===== src/rtl/fetch_stage_pkg.sv =====
// Shared definitions for the IF stage: next-PC select encodings, reset PC
// default and a word-alignment helper.
package fetch_stage_pkg;

    localparam logic [31:0] PC_RESET_DEFAULT = 32'h0000_3000;
    localparam int          IM_AW_DEFAULT    = 10;

    typedef enum logic [1:0] {
        NPC_SEQ = 2'b00,
        NPC_BR  = 2'b01,
        NPC_J   = 2'b10,
        NPC_JR  = 2'b11
    } npc_sel_e;

    // Every PC that gets loaded is word aligned.
    function automatic logic [31:0] word_align(input logic [31:0] a);
        return a & ~32'd3;
    endfunction

endpackage


===== src/rtl/fetch_stage_if.sv =====
// IF-stage bus: D-stage redirect/hazard controls and IM read data in,
// fetch PC, IM address and IF/ID latch contents out.
interface fetch_stage_if #(
    parameter int IM_AW = 10
);
    logic             stall;
    logic [1:0]       npc_sel;
    logic             br_taken;
    logic [31:0]      br_target;
    logic [31:0]      j_target;
    logic [31:0]      jr_target;
    logic [31:0]      instr_f;
    logic [31:0]      pc_f;
    logic [IM_AW-1:0] im_addr;
    logic [31:0]      instr_d;
    logic [31:0]      pc_d;
    logic [31:0]      pc8_d;
    logic             valid_d;

    // Rest of the pipeline (hazard unit, D-stage control, IM).
    modport master (
        output stall, npc_sel, br_taken, br_target, j_target, jr_target, instr_f,
        input  pc_f, im_addr, instr_d, pc_d, pc8_d, valid_d
    );

    // The fetch stage itself.
    modport slave (
        input  stall, npc_sel, br_taken, br_target, j_target, jr_target, instr_f,
        output pc_f, im_addr, instr_d, pc_d, pc8_d, valid_d
    );
endinterface


===== src/rtl/fetch_stage_if_id_reg.sv =====
// IF/ID pipeline latch with stall (hold) enable and asynchronous reset.
module fetch_stage_if_id_reg #(
    parameter logic [31:0] PC_RESET = 32'h0000_3000
) (
    input  logic        clk,
    input  logic        reset,
    input  logic        stall,
    input  logic [31:0] instr_f,
    input  logic [31:0] pc_f,
    input  logic [31:0] pc8_f,
    output logic [31:0] instr_d,
    output logic [31:0] pc_d,
    output logic [31:0] pc8_d,
    output logic        valid_d
);
    // Capture the fetched word unless the hazard unit holds the pipe.
    always_ff @(posedge clk or posedge reset) begin
        // NOTE: async reset returns the latch to a nop so D sees a harmless word.
        if (reset) begin
            instr_d <= 32'd0;
            pc_d    <= PC_RESET;
            pc8_d   <= PC_RESET + 32'd8;
            valid_d <= 1'b0;
        end else if (!stall) begin
            // NOTE: non-blocking so all IF/ID fields update together at the edge.
            instr_d <= instr_f;
            pc_d    <= pc_f;
            pc8_d   <= pc8_f;
            valid_d <= 1'b1;
        end
    end
endmodule


===== src/rtl/fetch_stage_npc_mux.sv =====
// Combinational next-PC select from the sequential, branch, jump and
// register-jump sources resolved in the D stage.
module fetch_stage_npc_mux
    import fetch_stage_pkg::*;
(
    input  logic [31:0] pc_f,
    input  logic [1:0]  npc_sel,
    input  logic        br_taken,
    input  logic [31:0] br_target,
    input  logic [31:0] j_target,
    input  logic [31:0] jr_target,
    output logic [31:0] npc
);
    logic [31:0] npc_raw;

    // Pick the raw next PC; sequential fetch is the fallback.
    always_comb begin
        // NOTE: default first so every path assigns npc_raw and no latch is inferred.
        npc_raw = pc_f + 32'd4;
        case (npc_sel_e'(npc_sel))
            NPC_SEQ: npc_raw = pc_f + 32'd4;
            NPC_BR:  if (br_taken) npc_raw = br_target;
            NPC_J:   npc_raw = j_target;
            NPC_JR:  npc_raw = jr_target;
            default: npc_raw = pc_f + 32'd4;
        endcase
    end

    assign npc = word_align(npc_raw);
endmodule


===== src/rtl/fetch_stage.sv =====
// IF stage of the five-stage MIPS pipeline: PC register, IM addressing,
// next-PC selection and the IF/ID latch. Branch delay slot is architectural,
// so there is no flush path.
module fetch_stage
    import fetch_stage_pkg::*;
#(
    parameter logic [31:0] PC_RESET = PC_RESET_DEFAULT,
    parameter int          IM_AW    = IM_AW_DEFAULT
) (
    input  logic          clk,
    input  logic          reset,
    fetch_stage_if.slave  bus
);
    logic [31:0] pc_f;
    logic [31:0] npc;

    fetch_stage_npc_mux u_npc_mux (
        .pc_f      (pc_f),
        .npc_sel   (bus.npc_sel),
        .br_taken  (bus.br_taken),
        .br_target (bus.br_target),
        .j_target  (bus.j_target),
        .jr_target (bus.jr_target),
        .npc       (npc)
    );

    // PC register: advance to the selected next PC unless stalled.
    always_ff @(posedge clk or posedge reset) begin
        if (reset)           pc_f <= PC_RESET;
        else if (!bus.stall) pc_f <= npc;
    end

    fetch_stage_if_id_reg #(.PC_RESET(PC_RESET)) u_if_id (
        .clk     (clk),
        .reset   (reset),
        .stall   (bus.stall),
        .instr_f (bus.instr_f),
        .pc_f    (pc_f),
        .pc8_f   (pc_f + 32'd8),
        .instr_d (bus.instr_d),
        .pc_d    (bus.pc_d),
        .pc8_d   (bus.pc8_d),
        .valid_d (bus.valid_d)
    );

    // Word index relative to the IM base; out-of-range PCs wrap modulo 2^IM_AW.
    assign bus.im_addr = IM_AW'((pc_f - PC_RESET) >> 2);
    assign bus.pc_f    = pc_f;
endmodule


===== src/flat_wrapper.sv =====
// flat-port wrapper written by rule: the top's interface ports become plain ports
module fetch_stage_flat import fetch_stage_pkg::*;
#(
    parameter logic [31:0] PC_RESET = PC_RESET_DEFAULT,
    parameter int          IM_AW    = IM_AW_DEFAULT
)
  (clk, reset, bus_stall, bus_npc_sel, bus_br_taken, bus_br_target, bus_j_target, bus_jr_target, bus_instr_f, bus_pc_f, bus_im_addr, bus_instr_d, bus_pc_d, bus_pc8_d, bus_valid_d);
  fetch_stage_if #(.IM_AW(IM_AW)) bus_i ();
  input  logic clk;
  input  logic reset;
  input wire logic [$bits(bus_i.stall)-1:0] bus_stall;
  input wire logic [$bits(bus_i.npc_sel)-1:0] bus_npc_sel;
  input wire logic [$bits(bus_i.br_taken)-1:0] bus_br_taken;
  input wire logic [$bits(bus_i.br_target)-1:0] bus_br_target;
  input wire logic [$bits(bus_i.j_target)-1:0] bus_j_target;
  input wire logic [$bits(bus_i.jr_target)-1:0] bus_jr_target;
  input wire logic [$bits(bus_i.instr_f)-1:0] bus_instr_f;
  output wire logic [$bits(bus_i.pc_f)-1:0] bus_pc_f;
  output wire logic [$bits(bus_i.im_addr)-1:0] bus_im_addr;
  output wire logic [$bits(bus_i.instr_d)-1:0] bus_instr_d;
  output wire logic [$bits(bus_i.pc_d)-1:0] bus_pc_d;
  output wire logic [$bits(bus_i.pc8_d)-1:0] bus_pc8_d;
  output wire logic [$bits(bus_i.valid_d)-1:0] bus_valid_d;
  assign bus_i.stall = bus_stall;
  assign bus_i.npc_sel = bus_npc_sel;
  assign bus_i.br_taken = bus_br_taken;
  assign bus_i.br_target = bus_br_target;
  assign bus_i.j_target = bus_j_target;
  assign bus_i.jr_target = bus_jr_target;
  assign bus_i.instr_f = bus_instr_f;
  assign bus_pc_f = bus_i.pc_f;
  assign bus_im_addr = bus_i.im_addr;
  assign bus_instr_d = bus_i.instr_d;
  assign bus_pc_d = bus_i.pc_d;
  assign bus_pc8_d = bus_i.pc8_d;
  assign bus_valid_d = bus_i.valid_d;
  fetch_stage #(.PC_RESET(PC_RESET), .IM_AW(IM_AW)) u_core (.clk(clk), .reset(reset), .bus(bus_i));
endmodule

===== config.mk =====
export PLATFORM = sky130hd
export DESIGN_NAME = fetch_stage_flat
export DESIGN_NICKNAME = d
export VERILOG_FILES = /design/src/rtl/fetch_stage_pkg.sv /design/src/rtl/fetch_stage_if.sv /design/src/rtl/fetch_stage_if_id_reg.sv /design/src/rtl/fetch_stage_npc_mux.sv /design/src/rtl/fetch_stage.sv /design/src/flat_wrapper.sv
export SDC_FILE = /design/constraint.sdc
export NUM_CORES = 1
export LEC_CHECK = 0
export ABC_AREA = 1
export CORE_ASPECT_RATIO = 1.4
export CORE_MARGIN = 2
export CORE_UTILIZATION = 45
export CTS_CLUSTER_SIZE = 25
export DETAILED_ROUTE_END_ITERATION = 8
export GPL_TIMING_DRIVEN = 1
export PLACE_DENSITY = 0.92
export SLEW_MARGIN = 20
export SYNTH_ARGS = -nofsm -noshare
export SYNTH_HDL_FRONTEND = slang
export SYNTH_SLANG_ARGS = --single-unit

===== constraint.sdc =====
create_clock -name clk -period 5.4 [get_ports clk]
set_input_delay 1.08 -clock clk [delete_from_list [all_inputs] [get_ports clk]]
set_output_delay 1.08 -clock clk [all_outputs]
set_load 0.01 [all_outputs]

==> Word level (Yosys, flattened, before mapping) <==
Cells that the tools add are included.
{ "totals": {"reg_bits": 125, "input_bits": 134, "output_inout_bits": 139, "elab_cells": 14} }
{ "op_classes": {"n_addsub": 3, "eq_ne": 3, "mux": 2, "reduce_logical": 1} }
{ "op_table": {"columns": ["operator", "n"], "rows": [
  ["one-hot mux 32 bit (4 select lines)", 1],
  ["adder 32 x 3 -> 32 bit, second input constant", 1],
  ["adder 32 x 4 -> 32 bit, second input constant", 1],
  ["two-way mux 32 bit", 1],
  ["subtractor 12 x 1 -> 12 bit, second input constant", 1],
  ["equality test 2 bit, second input constant", 2],
  ["equality test 2 x 1 -> 1 bit, second input constant", 1],
  ["zero test 2 bit", 1]
]} }

==> Depth between registers and ports, before layout <==
{ "depth": {"word_depth": 3, "mapped_depth": 12, "depth_no_buf": 12} }

==> By module <==
From an unflattened synthesis, not the netlist that was laid out.
{ "unflattened": {"cells_unflattened": 1144, "area_unflattened_um2": 7967.6} }
{ "modules_own_cells": {"columns": ["module", "instances", "cells_per_inst", "area_per_inst_um2", "seq_area_each_um2"], "rows": [
  ["fetch_stage_if_id_reg", 1, 410, 3677.3, 2433.6],
  ["fetch_stage", 1, 269, 2147.1, 803.3],
  ["fetch_stage_npc_mux", 1, 465, 2143.3, 0.0]
]} }

==> Worst setup path after synthesis <==
OpenSTA, ideal clock, no wires.
{ "synth_timing": {"path_kind": "input -> register", "startpoint": "input bus_br_taken", "endpoint": "register u_core.pc_f[2] (netlist: u_core.bus.pc_f[2])", "setup_time_ns": 0.136, "t_arrival_ns": 2.010, "path_slack_ns": 3.254, "path_stages": 7, "n_path_buf": 2, "path_cell_list": "clkbuf_1 > inv_2 > clkbuf_1 > o21ai_0 > nand3_1 > o21ai_0 > o21ai_0"} }
{ "synth_via": {"elab_chain_len": 2} }
{ "synth_lines": {"columns": ["item", "line", "rtl"], "rows": [
  ["start: declaration", "flat_wrapper.sv:13", "input wire logic [$bits(bus_i.br_taken)-1:0] bus_br_taken;"],
  ["two-way mux 32 bit", "fetch_stage_npc_mux.sv:22", "NPC_BR: if (br_taken) npc_raw = br_target;"],
  ["one-hot mux 32 bit (4 select lines)", "fetch_stage_npc_mux.sv:20", "case (npc_sel_e'(npc_sel))"],
  ["end signal: assignment", "fetch_stage.sv:30", "else if (!bus.stall) pc_f <= npc;"],
  ["end: declaration", "fetch_stage.sv:14", "logic [31:0] pc_f;"]
]} }
Every way passes these cells.
A chain may end at the register's enable or synchronous reset.

==> Worst setup path in the final report <==
{ "layout_timing": {"startpoint": "input bus_npc_sel[0]", "endpoint": "register u_core.pc_f[2] (netlist: u_core.bus.pc_f[2])"} }
{ "layout_via": {"elab_chain_len": 2} }
{ "layout_lines": {"columns": ["item", "line", "rtl"], "rows": [
  ["start: declaration", "flat_wrapper.sv:12", "input wire logic [$bits(bus_i.npc_sel)-1:0] bus_npc_sel;"],
  ["equality test 2 bit, or another cell as far along", "fetch_stage_npc_mux.sv:20", null],
  ["one-hot mux 32 bit (4 select lines) (*)", "fetch_stage_npc_mux.sv:20", null]
]} }
Every way passes the cells marked *; elsewhere a longest branch is shown, timed or not.

==> results.sh <==
export IMPL_synth_flop_cell="sky130_fd_sc_hd__dfrtp_1"
export IMPL_ys_seq_elements=122
export IMPL_grt_overflow_total=0
export IMPL_synthesis_to_finish_area_growth_pct=44.8
export IMPL_power_share_switching=0.315
export IMPL_postRouteWirelength_mm=24.5
export IMPL_top_cells_by_count_synth="sky130_fd_sc_hd__nand2_1 (391), sky130_fd_sc_hd__dfrtp_1 (115), sky130_fd_sc_hd__nor2_1 (93), sky130_fd_sc_hd__inv_1 (79), sky130_fd_sc_hd__o21ai_0 (71)"
export IMPL_cts_resized_gates=0
export IMPL_drt_drc_violations_left=0
export IMPL_cts_hold_buffers=0
export IMPL_core_sq_um=15500
export IMPL_critical_path_required_ps=5680
export IMPL_place_gp_congestion=0.912
export IMPL_max_slew_margin_rel=0.369
export IMPL_synthesis_area_sq_um=7090
export IMPL_final_period_utilization=0.596
export IMPL_die_height_um=153
export IMPL_detailedPlacementHpwl_mm=17.7
export IMPL_dr_total_vias=7777
export IMPL_number_of_antenna_violations_at_the_first_check_in_global_routing=0
export IMPL_postSynth_asyncResetShare=1.00
export IMPL_worstMarginPinSlew_ps=945
export IMPL_timing_max_transition_violations_final=0
export IMPL_grt_use_total=0.295
export IMPL_synth_area_leader_cell="sky130_fd_sc_hd__dfrtp_1"
export IMPL_initial_drt_pass_iterations=5
export IMPL_path_common_cell="sky130_fd_sc_hd__o21ai_0"
export IMPL_route_detailed_vias_per_inst=5.40
export IMPL_critical_path_max_stage_delay_ps=710
export IMPL_ant_nets=0
export IMPL_first_global_vias=7458
export IMPL_drt_initial_drc_count=699
export IMPL_largest_net_degree_at_the_start_of_global_routing=85
export IMPL_clk_insertion_delay_late_ps=430
export IMPL_fmax_ghz=0.311
export IMPL_post_synth_top_area_fraction=0.406
export IMPL_netlist_top_cells_area="sky130_fd_sc_hd__dfrtp_1 (41%), sky130_fd_sc_hd__nand2_1 (21%), sky130_fd_sc_hd__o21ai_0 (5.0%)"
export IMPL_post_synth_edffs=0
export IMPL_worstPathCellList="clkdlybuf4s50_1 -> inv_2 -> nor2_2 -> inv_1 -> a21oi_1 -> o21ai_0 -> nand3_1 -> o21ai_0 -> o21ai_0"
export IMPL_pin_count=273
export IMPL_power_per_cell_area_nw_per_um2=304
export IMPL_post_cts_setup_buffers=0
export IMPL_sequentialPowerShare=0.372
export IMPL_cellLeakagePower_uw=0.00476
export IMPL_report_final_hold_viol_count=0
export IMPL_route_detailed_wl_per_inst_um=17.1
export IMPL_clk_pin_slew_ps=60
export IMPL_cts_max_level=4
export IMPL_antennaDiodeCount=0
export IMPL_power_ir_vdd_worst_uv=223
export IMPL_rsz_0062_raised_after_global_routing="no"
export IMPL_syn_inst=1005
export IMPL_cts_sinks=122
export IMPL_setup_worst_path_end_class="flip-flop"
export IMPL_initial_utilization=0.456
export IMPL_numPortBuffers=260
export IMPL_die_area_sq_um=16800
export IMPL_power_net_switching_uw=982
export IMPL_cts_buffers=17
export IMPL_worst_setup_path_type="in2reg"
export IMPL_core_rowCount=54
export IMPL_timing_critical_path_from_type="primary input"
export IMPL_grt_first_pass_wirelength_mm=38.2
export IMPL_internal_power_uw=2140
export IMPL_finalClockSkew_ps=11.3
export IMPL_die_width_um=110
export IMPL_synth_warning_count=0
export IMPL_run_status="finished, final reports clean"
export IMPL_comb_power_share=0.259
export IMPL_finalSetupViolations=0
export IMPL_final_fill_count=1283
export IMPL_hp_class="reg2reg"
export IMPL_layout_min_cycle_time_ps=3220
export IMPL_critPathArrivalTime_ps=3490
export IMPL_critical_path_cell_with_the_highest_stage_delay="sky130_fd_sc_hd__inv_1"
export IMPL_yosysMostFrequentCell="sky130_fd_sc_hd__nand2_1"
export IMPL_final_total_negative_setup_slack_ps=0
export IMPL_totalPowerFinal_uw=3120
export IMPL_power_clock_fraction=0.370
export IMPL_drv_max_cap_violation_count=0
export IMPL_yosysSeqAreaShare=0.432
export IMPL_max_clock_path_buffers=2
export IMPL_timing_critical_path_fanout_max=26
export IMPL_cts_tree="done"
export IMPL_design_final_nets=1366
export IMPL_syn_mean_instance_area_sq_um=7.06
export IMPL_synth_distinct_cells=35
export IMPL_clock_tree_root_cell="sky130_fd_sc_hd__clkbuf_16"
export IMPL_post_route_cells_drive_above_1_share=0.0652
worst paths after layout:
check	to	slack, ps	start	cells past startpoint
min in group asynchronous	u_core.u_if_id.pc_d[5]$_DFFE_PP0N_	1130	reset	2
worst min-delay path	u_core.u_if_id.valid_d$_DFFE_PP0N_	470	u_core.u_if_id.valid_d$_DFFE_PP0N_	1
worst max register to register	u_core.bus.pc_f[12]$_DFFE_PP1N_	3130	u_core.bus.pc_f[2]$_DFFE_PP0N_	10
worst max-delay path	u_core.bus.pc_f[2]$_DFFE_PP0N_	2180	bus_npc_sel[0]	9
max in group asynchronous	u_core.u_if_id.pc_d[12]$_DFFE_PP1N_	3280	reset	3
worst min register to register	u_core.u_if_id.valid_d$_DFFE_PP0N_	470	u_core.u_if_id.valid_d$_DFFE_PP0N_	1
cells in the final DEF (no fill, tap or decap):
cell,Yosys,layout
sky130_fd_sc_hd__nor3_4,1,1
sky130_fd_sc_hd__nand2_4,2,2
sky130_fd_sc_hd__nor2_2,8,7
sky130_fd_sc_hd__o2111ai_1,1,1
sky130_fd_sc_hd__clkinvlp_4,0,3
sky130_fd_sc_hd__a31oi_1,2,2
sky130_fd_sc_hd__o22ai_1,2,2
sky130_fd_sc_hd__o211ai_1,7,7
sky130_fd_sc_hd__nor2_4,9,10
sky130_fd_sc_hd__xor2_1,18,18
sky130_fd_sc_hd__a22oi_1,1,1
sky130_fd_sc_hd__nand2_2,5,5
sky130_fd_sc_hd__bufinv_16,0,2
sky130_fd_sc_hd__nor3_1,2,2
sky130_fd_sc_hd__mux2i_1,3,3
sky130_fd_sc_hd__clkbuf_16,0,17
sky130_fd_sc_hd__mux2_2,1,1
sky130_fd_sc_hd__inv_2,3,4
sky130_fd_sc_hd__or2_2,4,4
sky130_fd_sc_hd__nand4_1,2,2
sky130_fd_sc_hd__o21a_1,1,1
sky130_fd_sc_hd__nand2_1,391,391
sky130_fd_sc_hd__a21oi_1,14,14
sky130_fd_sc_hd__nor2_1,93,93
sky130_fd_sc_hd__o21ai_1,13,13
sky130_fd_sc_hd__o21ai_0,71,71
sky130_fd_sc_hd__nand3_1,62,62
sky130_fd_sc_hd__clkinv_4,0,3
sky130_fd_sc_hd__nand3_2,2,2
sky130_fd_sc_hd__inv_6,0,6
sky130_fd_sc_hd__clkbuf_1,29,1
sky130_fd_sc_hd__ha_1,2,2
sky130_fd_sc_hd__dfrtp_1,115,115
sky130_fd_sc_hd__dfstp_2,7,7
sky130_fd_sc_hd__buf_4,18,6
sky130_fd_sc_hd__clkdlybuf4s50_1,0,259
sky130_fd_sc_hd__conb_1,1,6
sky130_fd_sc_hd__inv_4,0,1
sky130_fd_sc_hd__a221oi_1,19,19
sky130_fd_sc_hd__inv_1,79,77
state kept, by name, indices dropped and copies added, names as in the netlist:
name / count
u_core.u_if_id.instr_d: 32
u_core.bus.pc_f: 30
u_core.u_if_id.pc_d: 30
u_core.u_if_id.pc8_d: 29
u_core.u_if_id.valid_d: 1
kinds of logic (layout without fill, tap and decap cells):
kind of cell	Yosys count	count (layout)	share of synthesized area
XOR/XNOR	18	18	0.0222
AO/OA/AOI/OAI	131	131	0.107
buffers and inverters	146	379	0.0887
AND/OR/NAND/NOR	581	581	0.341
multiplexers	4	4	0.00582
flip-flops	122	122	0.432
adder cells (fa/ha/maj)	2	2	0.00353
other	1	6	0.000529
layer usage:
metal | part of all wire | GRT usage | routed length, um | vias to the layer above
li1 | - | - | - | 3631
met1 | 0.38 | 0.363 | 9310 | 3594
met2 | 0.48 | 0.470 | 11800 | 448
met3 | 0.086 | 0.0697 | 2110 | 104
met4 | 0.055 | 0.163 | 1360 | 0
met5 | 0 | 0 | 0 | -
layout make-up:
cell class | count | area, sq um | share of cell area
tap | 196 | 245 | 0.0239
clock buffer | 18 | 429 | 0.0418
sequential | 122 | 3060 | 0.298
multi-input combinational | 742 | 3430 | 0.334
inverter | 82 | 310 | 0.0302
timing repair buffer | 265 | 2640 | 0.257
clock inverter | 14 | 161 | 0.0157
through the flow:
step                      cell area, sq um  instances   util  hold WS [ps]  setup WS (ps)
after global routing                 10300       1439  0.661           494           1990
after detailed placement              9680       1407  0.623           459           1800
after CTS                            10300       1439  0.661           472           2230
after floorplan                       7110       1010      -           492           1090
final                                10300       1439  0.661           470           2180
after global placement                9680       1407  0.623           453           1910
power by group through the flow:
| stage | Combinational [uW] | Clock, uW | Sequential, uW |
|---|---|---|---|
| 2_1_floorplan | 323 | 0 | 1190 |
| 5_1_grt | 880 | 1200 | 1170 |
| 4_1_cts | 806 | 1160 | 1150 |
| 3_5_place_dp | 797 | 0 | 1170 |
| 3_3_place_gp | 777 | 0 | 1160 |
| 6_report | 806 | 1150 | 1160 |
worst max-delay path: cells and delay by family:
kind            cells  cell delay, ps
buf+inv             3            1750
compound gates      4             440
simple gates        2             220
Power figures use the tool's default switching activity.
